===== config.mk =====
export PLATFORM = sky130hd
export DESIGN_NAME = request_unit_arb
export DESIGN_NICKNAME = d
export VERILOG_FILES = /design/src/rtl/request_unit_arb.sv
export SDC_FILE = /design/constraint.sdc
export NUM_CORES = 1
export LEC_CHECK = 0
export CAP_MARGIN = 20
export CORE_MARGIN = 8
export CORE_UTILIZATION = 53
export DETAILED_ROUTE_END_ITERATION = 16
export GPL_TIMING_DRIVEN = 0
export PLACE_DENSITY = 0.81
export SKIP_CTS_REPAIR_TIMING = 1
export SLEW_MARGIN = 20
export SYNTH_ARGS = -nofsm -noshare
export SYNTH_HDL_FRONTEND = slang
export SYNTH_SLANG_ARGS = --single-unit

===== constraint.sdc =====
create_clock -name CLK -period 3.5 [get_ports CLK]
set_clock_uncertainty 0.15 [all_clocks]
set_input_delay 0.7 -clock CLK [delete_from_list [all_inputs] [get_ports CLK]]
set_output_delay 0.7 -clock CLK [all_outputs]
set_load 0.005 [all_outputs]

===== src/rtl/request_unit_arb.sv =====
// Round-robin request unit: latches per-channel data requests on ihit and serialises them
// onto one memory read/write strobe pair, with sticky fetch halt and an access watchdog.
module request_unit_arb #(
    parameter int NCH     = 2,
    parameter int SELW    = (NCH > 1) ? $clog2(NCH) : 1,
    parameter int TO_W    = 8,
    parameter int TIMEOUT = 200
) (
    input  logic            CLK,
    input  logic            RST,
    input  logic            ihit,
    input  logic            dhit,
    input  logic            halt,
    input  logic [NCH-1:0]  dREN,
    input  logic [NCH-1:0]  dWEN,
    output logic            imemREN,
    output logic            dmemREN,
    output logic            dmemWEN,
    output logic [SELW-1:0] dsel,
    output logic [NCH-1:0]  dhit_ch,
    output logic            busy,
    output logic            timeout
);
    typedef enum logic {IDLE = 1'b0, ACCESS = 1'b1} state_t;

    state_t          state, next_state;
    logic [NCH-1:0]  pend, wr;
    logic [SELW-1:0] last, grant;
    logic [SELW:0]   scan;
    logic            grant_vld;
    logic [TO_W-1:0] wdcnt;
    logic            done;

    assign done = (state == ACCESS) && dhit;

    always_ff @(posedge CLK or posedge RST) begin
        if (RST) state <= IDLE;
        else     state <= next_state;
    end

    // Scan starts one past the last served channel, so every pending channel is reached
    // within NCH-1 accesses.
    always_comb begin
        grant     = '0;
        grant_vld = 1'b0;
        scan      = '0;
        for (int i = 1; i <= NCH; i++) begin
            scan = {1'b0, last} + (SELW+1)'(i);
            if (scan >= (SELW+1)'(NCH)) scan = scan - (SELW+1)'(NCH);
            if (!grant_vld && pend[scan[SELW-1:0]]) begin
                grant     = scan[SELW-1:0];
                grant_vld = 1'b1;
            end
        end
    end

    always_comb begin
        next_state = state;
        case (state)
            IDLE:    if (grant_vld) next_state = ACCESS;
            ACCESS:  if (dhit)      next_state = IDLE;
            default: next_state = IDLE;
        endcase
    end

    always_comb begin
        dmemREN = 1'b0;
        dmemWEN = 1'b0;
        dhit_ch = '0;
        if (state == ACCESS) begin
            dmemWEN = wr[dsel];
            dmemREN = !wr[dsel];
            if (dhit) dhit_ch = NCH'(1) << dsel;
        end
    end

    assign busy = (|pend) || (state == ACCESS);

    always_ff @(posedge CLK or posedge RST) begin
        if (RST) begin
            dsel    <= '0;
            last    <= SELW'(NCH - 1);
            wdcnt   <= '0;
            timeout <= 1'b0;
        end else begin
            if (state == IDLE && grant_vld) begin
                dsel  <= grant;
                wdcnt <= '0;
            end
            if (done) last <= dsel;
            // The watchdog only flags; the stalled access keeps its strobe.
            if (state == ACCESS && !dhit) begin
                if (wdcnt != '1) wdcnt <= wdcnt + TO_W'(1);
                if (wdcnt == TO_W'(TIMEOUT - 1)) timeout <= 1'b1;
            end
        end
    end

    // A channel cannot be recaptured while pending, including its own dhit cycle.
    always_ff @(posedge CLK or posedge RST) begin
        if (RST) begin
            pend <= '0;
            wr   <= '0;
        end else begin
            for (int c = 0; c < NCH; c++) begin
                if (done && dsel == SELW'(c)) begin
                    pend[c] <= 1'b0;
                end else if (ihit && (dREN[c] || dWEN[c]) && !pend[c]) begin
                    pend[c] <= 1'b1;
                    wr[c]   <= dWEN[c];
                end
            end
        end
    end

    always_ff @(posedge CLK or posedge RST) begin
        if (RST)       imemREN <= 1'b1;
        else if (halt) imemREN <= 1'b0;
    end

endmodule


==> flow_summary.json <==
{
  "status": "finished clean",
  "clock_latency_ns": 0.30,
  "slew_violations": 0,
  "crit_fanout": 9,
  "leakagePower_nw": 0.516,
  "ys_top_cells_by_area": "dfrtp_1 (42%), dfstp_2 (5.9%), nand2_1 (3.8%)",
  "crit_path_start_kind": "flop",
  "antenna_found_initial": 0,
  "grt_max_degree": 18,
  "nets": 118,
  "power_density_nw_per_um2": 553,
  "synth_seq_cells": 17,
  "reg2reg_slack_ns": 1.62,
  "vias": 730,
  "maxCapViolCount": 0,
  "start_util_pct": 54.0,
  "reg2reg_depth": 5,
  "area_delta_synth_final_pct": 22.3,
  "die_area_um2": 3250,
  "clock-sinks": 17,
  "grt_pass1_vias": 694,
  "final_cells": 124,
  "required_ns": 2.65,
  "max-slew-margin-rel_pct": 57.5,
  "ios": 17,
  "min_period_over_period_pct": 74.7,
  "grt_busiest_layer": "met2",
  "finalSetupTns_ns": 0,
  "diodes": 0,
  "crit_path_end": "busy",
  "coreArea_um2": 1650,
  "crit_path_start": "state$_DFF_PP0_",
  "r2r_start": "wdcnt[0]$_DFF_PP0_",
  "ant_nets": 0,
  "min_period_ns": 2.61,
  "clock.fmax_ghz": 0.383,
  "hold_path.class": "flop to flop",
  "tritoncts": "done",
  "rsz0062_at_grt": "no",
  "cp.arrival_ns": 1.76,
  "rows": 15,
  "syn_inst": 88,
  "total_power_w": 0.000603,
  "final_cell_mix": "dfrtp_1 (15), clkdlybuf4s50_1 (15), nand2_1 (9)",
  "cp-end-kind": "output port",
  "vias_per_cell": 5.89,
  "yosysUniqueCellTypes": 35,
  "ys_seq_area_share_pct": 48.0,
  "dp_cells": 120,
  "synth_edf_count": 0,
  "crit_type": "flop to output port",
  "syn_area_um2": 892,
  "grt_pass1_wl_um": 3120,
  "tightest_slew_ns": 0.636,
  "finalHoldViolations": 0,
  "drive_gt1_share_pct": 15.9,
  "avgSynthCellArea_um2": 10.1,
  "root_buffer": "clkbuf_4",
  "gr-total-overflow": 0,
  "drc": 0,
  "htreeDepth": 1,
  "dp_hpwl_um": 1400,
  "cts.path.max_buffers": 2,
  "synthArstFlopShare_pct": 100,
  "regToRegEndpoint": "wdcnt[5]$_DFF_PP0_",
  "synth_fp_nets": 98,
  "clkSlewWorstSetupHoldPaths_ns": 0.10,
  "setup_viol": 0,
  "wl_per_cell_um": 15.6,
  "ir_drop_mv": 0.434,
  "numCtsBuffers": 3,
  "wirelength_um": 1930,
  "die_x_um": 57.0,
  "met2_usage_pct": 18.3,
  "yosysTopAreaCell": "dfrtp_1",
  "port_buffers": 15,
  "grtUsageMet3_pct": 2.88,
  "first_pass_iters": 4,
  "place_congestion": 0.863,
  "synth_top_area_share_pct": 42.1,
  "synth_ff_type": "dfrtp_1",
  "track_usage_pct": 11.9,
  "drtIter0Drc": 20,
  "ys_warn_count": 0,
  "die_h_um": 57.0,
  "met1_usage_pct": 14.9
}
-- cell usage after synthesis, types with 2 or more instances --
cell and number:
a211o_1 3, a21oi_1 6, a22o_1 3, and3_1 4
clkbuf_2 2, dfrtp_1 15, dfstp_2 2, inv_1 6
mux2i_1 2, nand2_1 9, nand3_1 4, nor2b_1 2
nor3_1 4, nor3b_1 2, o21ai_0 2, o21ai_1 2
xnor2_1 2
-- worst min path at each step --
| stage | endpoint | slack [ns] | depth (start not counted) | start |
|---|---|---|---|---|
| floorplan | wr[0]$_DFFE_PP0P_ | 0.32 | 1 | wr[0]$_DFFE_PP0P_ |
| global placement | timeout$_DFFE_PP0P_ | 0.30 | 1 | timeout$_DFFE_PP0P_ |
| detailed placement | timeout$_DFFE_PP0P_ | 0.31 | 1 | timeout$_DFFE_PP0P_ |
| CTS | timeout$_DFFE_PP0P_ | 0.33 | 1 | timeout$_DFFE_PP0P_ |
| global route | timeout$_DFFE_PP0P_ | 0.35 | 1 | timeout$_DFFE_PP0P_ |
| finish | timeout$_DFFE_PP0P_ | 0.33 | 1 | timeout$_DFFE_PP0P_ |
-- flip-flops by register name, indices dropped and copies added (netlist names) --
register / count
imemREN: 1
pend: 2
wr: 2
wdcnt: 8
state: 1
last: 1
timeout: 1
dsel: 1
-- layer usage --
layer,up-vias,share of wire [%],wire length (µm)
met4,0,2.8,54
met1,345,48,922
met3,7,4.1,79
met2,22,45,875
li1,356,-,-
met5,-,0,0
-- final cells by class --
cell class | instances | area (µm²)
buffer | 3 | 21.3
clock buffer | 3 | 22.5
clock inverter | 1 | 5.00
fill | 146 | 561
inverter | 6 | 22.5
multi-input combinational | 62 | 420
sequential | 17 | 428
tap | 17 | 21.3
timing repair buffer | 15 | 150
-- where the power goes --
part	internal, W	leakage, nW	total, W	switching, W
clock network	0.0000427	0.0177	0.000108	0.0000649
registers	0.000248	0.211	0.000295	0.0000474
logic	0.000114	0.287	0.000201	0.0000868
total	0.000404	0.516	0.000603	0.000199
-- critical path: stages (launching register included) --
cell and delay (ns):
dfrtp_1 0.37, clkbuf_2 0.17, nor3_1 0.29, inv_1 0.16
clkdlybuf4s50_1 0.48
-- stage by stage --
step / util [%] / area, µm² / hold slack, ns / worst slack, ns
4_1_cts: 66.1 / 1090 / 0.333 / 0.912
6_report: 66.1 / 1090 / 0.325 / 0.886
2_1_floorplan: - / 892 / 0.315 / 1.57
3_3_place_gp: 64.4 / 1060 / 0.303 / 0.991
5_1_grt: 66.1 / 1090 / 0.350 / 0.789
3_5_place_dp: 64.4 / 1060 / 0.310 / 0.993
-- kinds of logic after synthesis --
logic type                 after synthesis  synth area share (%)
AOI/OAI and AO/OA                       23                  18.7
xor gates and xnor gates                 2                  1.96
buffers and inverters                    9                  4.91
and+or+nand+nor                         33                  21.6
adders and majority gates                1                  1.40
muxes                                    3                  3.51
DFF                                     17                  48.0
Power figures use the tool's default switching activity.
